[config.mk]
export PLATFORM = sky130hd
export DESIGN_NAME = fetch_stage
export DESIGN_NICKNAME = d
export VERILOG_FILES = /design/src/rtl/riscv_pkg.sv /design/src/rtl/fetch_hold_buf.sv /design/src/rtl/fetch_stage.sv
export SDC_FILE = /design/constraint.sdc
export NUM_CORES = 1
export LEC_CHECK = 0
export CAP_MARGIN = 20
export CELL_PAD_IN_SITES_DETAIL_PLACEMENT = 0
export CELL_PAD_IN_SITES_GLOBAL_PLACEMENT = 1
export CORE_MARGIN = 1.5
export CORE_UTILIZATION = 40
export CTS_BUF_LIST = sky130_fd_sc_hd__clkbuf_16
export DETAILED_ROUTE_END_ITERATION = 10
export HOLD_SLACK_MARGIN = 0.03
export MAX_ROUTING_LAYER = met4
export PLACE_DENSITY = 0.9
export REMOVE_ABC_BUFFERS = 1
export SYNTH_ARGS = -nofsm -noshare
export SYNTH_HDL_FRONTEND = slang
export SYNTH_SLANG_ARGS = --single-unit
[constraint.sdc]
create_clock -name clk -period 4.83 [get_ports clk]
set_input_delay 0.966 -clock clk [delete_from_list [all_inputs] [get_ports clk]]
set_output_delay 0.966 -clock clk [all_outputs]
set_load 0.1 [all_outputs]
[src/rtl/riscv_pkg.sv]
// Shared RISC-V pipeline definitions: NOP encoding, fetch FSM states and PC step.
package riscv_pkg;

    localparam logic [31:0] NOP_INSTR = 32'h0000_0013;
    localparam int unsigned PC_INCR   = 4;

    typedef enum logic {
        RUN  = 1'b0,
        HOLD = 1'b1
    } fetch_state_t;

endpackage

[src/rtl/fetch_hold_buf.sv]
// One-entry buffer for an instruction response that arrives while decode is stalled.
// Owns the RUN/HOLD FSM; full is asserted in HOLD.
module fetch_hold_buf
    import riscv_pkg::*;
#(
    parameter int unsigned XLEN = 32
) (
    input  logic            clk,
    input  logic            reset,
    input  logic            capture,
    input  logic            drain,
    input  logic            clear,
    input  logic [XLEN-1:0] cap_pc,
    input  logic [XLEN-1:0] cap_instr,
    output logic            full,
    output logic [XLEN-1:0] hold_pc,
    output logic [XLEN-1:0] hold_instr
);

    fetch_state_t state;

    always_ff @(posedge clk) begin
        if (reset || clear) begin
            state      <= RUN;
            hold_pc    <= '0;
            hold_instr <= XLEN'(NOP_INSTR);
        end else begin
            case (state)
                RUN: begin
                    if (capture) begin
                        hold_pc    <= cap_pc;
                        hold_instr <= cap_instr;
                        state      <= HOLD;
                    end
                end
                HOLD: begin
                    if (drain) begin
                        state <= RUN;
                    end
                end
                default: state <= RUN;
            endcase
        end
    end

    assign full = (state == HOLD);

endmodule

[src/rtl/fetch_stage.sv]
// Instruction fetch + IF/ID register against a 1-cycle-latency instruction memory.
// Optional perf counters are enabled by defining FETCH_PERF_EN.
module fetch_stage
    import riscv_pkg::*;
#(
    parameter logic [31:0] RESET_PC = 32'h0000_0000,
    parameter int unsigned XLEN     = 32
) (
    input  logic            clk,
    input  logic            reset,
    input  logic            PCWrite,
    input  logic            IF_ID_Write,
    input  logic            redirect,
    input  logic [XLEN-1:0] redirect_pc,
    output logic            imem_en,
    output logic [XLEN-1:0] imem_addr,
    input  logic [XLEN-1:0] imem_rdata,
    output logic [XLEN-1:0] IF_ID_pc,
    output logic [XLEN-1:0] IF_ID_instr,
    output logic            IF_ID_valid
`ifdef FETCH_PERF_EN
    ,
    output logic [31:0]     perf_stall_cnt,
    output logic [31:0]     perf_flush_cnt
`endif
);

    logic [XLEN-1:0] fetch_pc;
    logic [XLEN-1:0] resp_pc;
    logic            resp_valid;
    logic            advance;

    logic            hold_full;
    logic [XLEN-1:0] hold_pc;
    logic [XLEN-1:0] hold_instr;
    logic            hold_capture;
    logic            hold_drain;

    logic [XLEN-1:0] src_pc;
    logic [XLEN-1:0] src_instr;
    logic            src_valid;

    // Any disagreement between the two stall controls is treated as a stall.
    assign advance = PCWrite && IF_ID_Write;

    assign imem_en   = !reset;
    assign imem_addr = fetch_pc;

    always_comb begin
        src_pc    = resp_pc;
        src_instr = resp_valid ? imem_rdata : XLEN'(NOP_INSTR);
        src_valid = resp_valid;
        if (hold_full) begin
            src_pc    = hold_pc;
            src_instr = hold_instr;
            src_valid = 1'b1;
        end
    end

    assign hold_capture = !redirect && !advance && !hold_full && resp_valid;
    assign hold_drain   = !redirect && advance && hold_full;

    fetch_hold_buf #(
        .XLEN (XLEN)
    ) u_hold_buf (
        .clk        (clk),
        .reset      (reset),
        .capture    (hold_capture),
        .drain      (hold_drain),
        .clear      (redirect),
        .cap_pc     (resp_pc),
        .cap_instr  (imem_rdata),
        .full       (hold_full),
        .hold_pc    (hold_pc),
        .hold_instr (hold_instr)
    );

    always_ff @(posedge clk) begin
        if (reset) begin
            fetch_pc    <= XLEN'(RESET_PC);
            resp_pc     <= XLEN'(RESET_PC);
            resp_valid  <= 1'b0;
            IF_ID_pc    <= '0;
            IF_ID_instr <= XLEN'(NOP_INSTR);
            IF_ID_valid <= 1'b0;
        end else if (redirect) begin
            fetch_pc    <= {redirect_pc[XLEN-1:2], 2'b00};
            resp_valid  <= 1'b0;
            IF_ID_instr <= XLEN'(NOP_INSTR);
            IF_ID_valid <= 1'b0;
        end else begin
            // The response tracker follows the memory even while stalled.
            resp_pc    <= fetch_pc;
            resp_valid <= 1'b1;
            if (advance) begin
                fetch_pc    <= fetch_pc + XLEN'(PC_INCR);
                IF_ID_pc    <= src_pc;
                IF_ID_instr <= src_instr;
                IF_ID_valid <= src_valid;
            end
        end
    end

`ifdef FETCH_PERF_EN
    always_ff @(posedge clk) begin
        if (reset) begin
            perf_stall_cnt <= '0;
            perf_flush_cnt <= '0;
        end else if (redirect) begin
            if (perf_flush_cnt != '1) begin
                perf_flush_cnt <= perf_flush_cnt + 32'd1;
            end
        end else if (!advance) begin
            if (perf_stall_cnt != '1) begin
                perf_stall_cnt <= perf_stall_cnt + 32'd1;
            end
        end
    end
`endif

endmodule
==> out/metrics.yaml <==
routing:
  wirelength_um: 20700
  vias: 7056
  routedWlPerCell_um: 15.4
  vias_per_cell: 5.24
  drc_errors: 0
  first_iter_violations: 403
  dr.pass1.iters: 6
  ant_nets: 0
synthesis:
  yosysTopAreaCellShare: 0.474
  ys_seq_area_frac: 0.474
  synth.distinct_cells: 43
  synth_commonest_cells: "202 x nand2_1, 187 x dfxtp_1, 113 x nor2_1"
  postSynthCellCount: 960
  synth.area.top_cells: "dfxtp_1 47%, nand2_1 9.6%, mux2i_1 6.2%"
  synth_warnings: 0
  ys.flop_type: "dfxtp_1"
  yosysMostFrequentCell: "nand2_1"
  avgSynthCellArea_um2: 8.23
  ys_ff_latch: 187
  synth_edf_count: 0
  ys_async_sr_fraction: 0
  yosysTopAreaCell: "dfxtp_1"
  syn_area_um2: 7900
final_layout:
  seqCellArea_um2: 3750
  fill_cells: 1854
  multi_input_area_um2: 3810
  antenna_cells: 0
  area_delta_synth_final_pct: 29.1
  final_area_um2: 10200
  final_nets: 1140
  drive_gt1_frac: 0.0545
sta:
  slew_viol_final: 0
  setup_tns_ns: 0
  hold_viol_final: 0
  fin_worst_skew_ns: 0.0169
  holdWs_ns: 0.454
  post-route-min-period_ns: 3.23
  finalSetupViolCount: 0
  grt_setup_unrepaired: "no"
  tightest_slew_ns: 1.06
  fin_crit_sh: 0.668
  setup_slack_ns: 1.60
  slew_headroom: 0.294
  fmax_mhz: 310
clock_network:
  cts_buffers: 17
  cts_max_level: 4
  postCtsHoldBufs: 0
  clk_pin_slew_worst_paths_ns: 0.07
  clk_latency_ns: 0.43
  cts_setup_buffers: 0
  cts_resized: 0
  cts_tree: "done"
  cts_root_buf: "clkbuf_16"
  cts_buffer_depth: 2
  cts.sinks: 187
setup_path:
  crit_family: "buffers and inverters"
  required_ns: 3.86
  cp_max_fo: 11
  regToRegStartpoint: "u_hold_buf.full"
  path_cells: "clkdlybuf4s50_1"
  path_buf_inv: 1
  crit_arrival_ns: 2.26
  cp-start-kind: "flop"
  crit_type: "reg -> out"
  cpMaxStageDelayCell: "clkdlybuf4s50_1"
  startpoint: "imem_addr[8]"
  cp-end-kind: "output pin"
  max_stage_delay_ns: 1.24
floorplan:
  initial_utilization: 0.407
  ios: 167
  core-area_um2: 19400
  row_count: 51
  dieWidth_um: 144
  die_area_um2: 20600
  die_h_um: 144
power_and_ir_drop:
  switchingPower_mw: 1.11
  pwr-share-seq: 0.446
  power_frac_comb: 0.169
  switching_share: 0.301
  power_density_nw_per_um2: 362
  intPower_mw: 2.58
  finalPower_mw: 3.70
  vdd_ir_drop_max_v: 0.000243
  pwr-share-clk: 0.385
  p_leak_nw: 3.35
global_routing:
  grt_pass1_vias: 6321
  gr-total-overflow: 0
  grt_pass1_wl_um: 32800
  grt_usage: 0.208
  grt_antenna_before_repair: 0
  grt_start_max_net_pins: 69
placement:
  placed_cell_area_um2: 9610
  io_buffer_count: 160
  pre_cts_slack_ns: 1.56
  dp_hpwl_um: 13400
  gp_congestion: 0.775
outcome:
  outcome: "complete, no violations"
job:
  cap_violations: 0
worst_hold_path:
  min-delay-start: "u_hold_buf.hold_pc[29]"
  hold_path.class: "reg -> reg"
-- cell usage in the layout (no fill, tap or decap), types with 2 or more instances in the layout --
master	netlist	final
o211a_1	2	2
nor2_1	113	112
and3_1	5	4
o21ai_0	33	33
xnor2_1	2	2
or4_1	12	12
buf_4	7	13
a311oi_1	7	7
a221oi_1	3	3
buf_2	8	2
nand4_2	2	2
o31ai_1	4	4
and2_2	1	2
nand2_1	202	202
inv_1	6	6
and4_1	9	9
nor2b_1	9	9
a211oi_1	41	41
conb_1	1	4
a22oi_1	8	8
o211ai_1	42	42
nor4_1	4	4
o221ai_1	3	3
clkinvlp_4	0	5
nor3_1	6	6
inv_6	0	3
dfxtp_1	187	186
a21oi_1	76	76
nand3_1	10	9
o311ai_1	2	2
clkdlybuf4s50_1	0	157
clkbuf_16	0	17
xor2_1	10	10
a311o_1	2	2
or3_1	2	2
mux2i_1	49	49
nand4_1	14	14
bufinv_16	0	3
clkinv_2	0	2
-- kinds of logic (layout without fill, tap and decap cells) --
kind of cell | count (synthesis) | in the layout | share of synthesized area
AND/OR/NAND/NOR | 395 | 395 | 0.220
buffers and inverters | 92 | 211 | 0.0484
other | 1 | 4 | 0.000474
adder cells (fa/ha/maj) | 1 | 1 | 0.00158
flip-flops | 187 | 187 | 0.474
multiplexers | 49 | 49 | 0.0621
XOR/XNOR | 12 | 12 | 0.0133
AO/OA/AOI/OAI | 223 | 223 | 0.181
-- metal layers --
| metal | GRT usage | part of all wire | vias to the layer above | wire, um |
|---|---|---|---|---|
| li1 | - | - | 3572 | - |
| met1 | 0.272 | 0.47 | 3263 | 9770 |
| met2 | 0.326 | 0.46 | 202 | 9500 |
| met3 | 0.0443 | 0.059 | 19 | 1210 |
| met4 | 0.0548 | 0.011 | 0 | 229 |
| met5 | - | 0 | - | 0 |
-- cell type report --
cell class / instances / area share
Tap cell: 265 / 0.0325
Clock buffer: 17 / 0.0417
Multi-Input combinational cell: 684 / 0.373
Clock inverter: 14 / 0.0164
Sequential cell: 187 / 0.367
Timing Repair Buffer: 173 / 0.167
Inverter: 7 / 0.00258
-- path summary, 6_finish.rpt --
kind / to / slack (ns) / cells past startpoint
min reg2reg: u_hold_buf.hold_pc[29] / 0.45 / 2
max: imem_addr[8] / 1.60 / 1
max reg2reg: u_hold_buf.hold_pc[18] / 2.66 / 5
min: u_hold_buf.hold_pc[29] / 0.45 / 2
-- per-stage QoR --
| stage | std cells | util |
|---|---|---|
| finish | 1347 | 0.526 |
| global route | 1347 | 0.526 |
| CTS | 1347 | 0.526 |
| detailed placement | 1316 | 0.495 |
| global placement | 1316 | 0.495 |
| floorplan | 878 | - |
-- sequential cells by signal (all words and copies together) (netlist names) --
register	flops
IF_ID_pc	30
resp_pc	30
u_hold_buf.full	1
u_hold_buf.hold_instr	32
u_hold_buf.hold_pc	30
imem_addr	30
IF_ID_instr	32
resp_valid	1
IF_ID_valid	1
-- power by group through the flow --
| stage | clock network [mW] | logic [mW] | registers, mW |
|---|---|---|---|
| finish | 1.42 | 0.624 | 1.65 |
| global route | 1.52 | 0.656 | 1.66 |
| CTS | 1.46 | 0.627 | 1.65 |
| detailed placement | 0 | 0.625 | 1.68 |
| global placement | 0 | 0.623 | 1.68 |
| floorplan | 0 | 0.150 | 1.94 |
No activity file was read; power rests on OpenSTA's default activity.
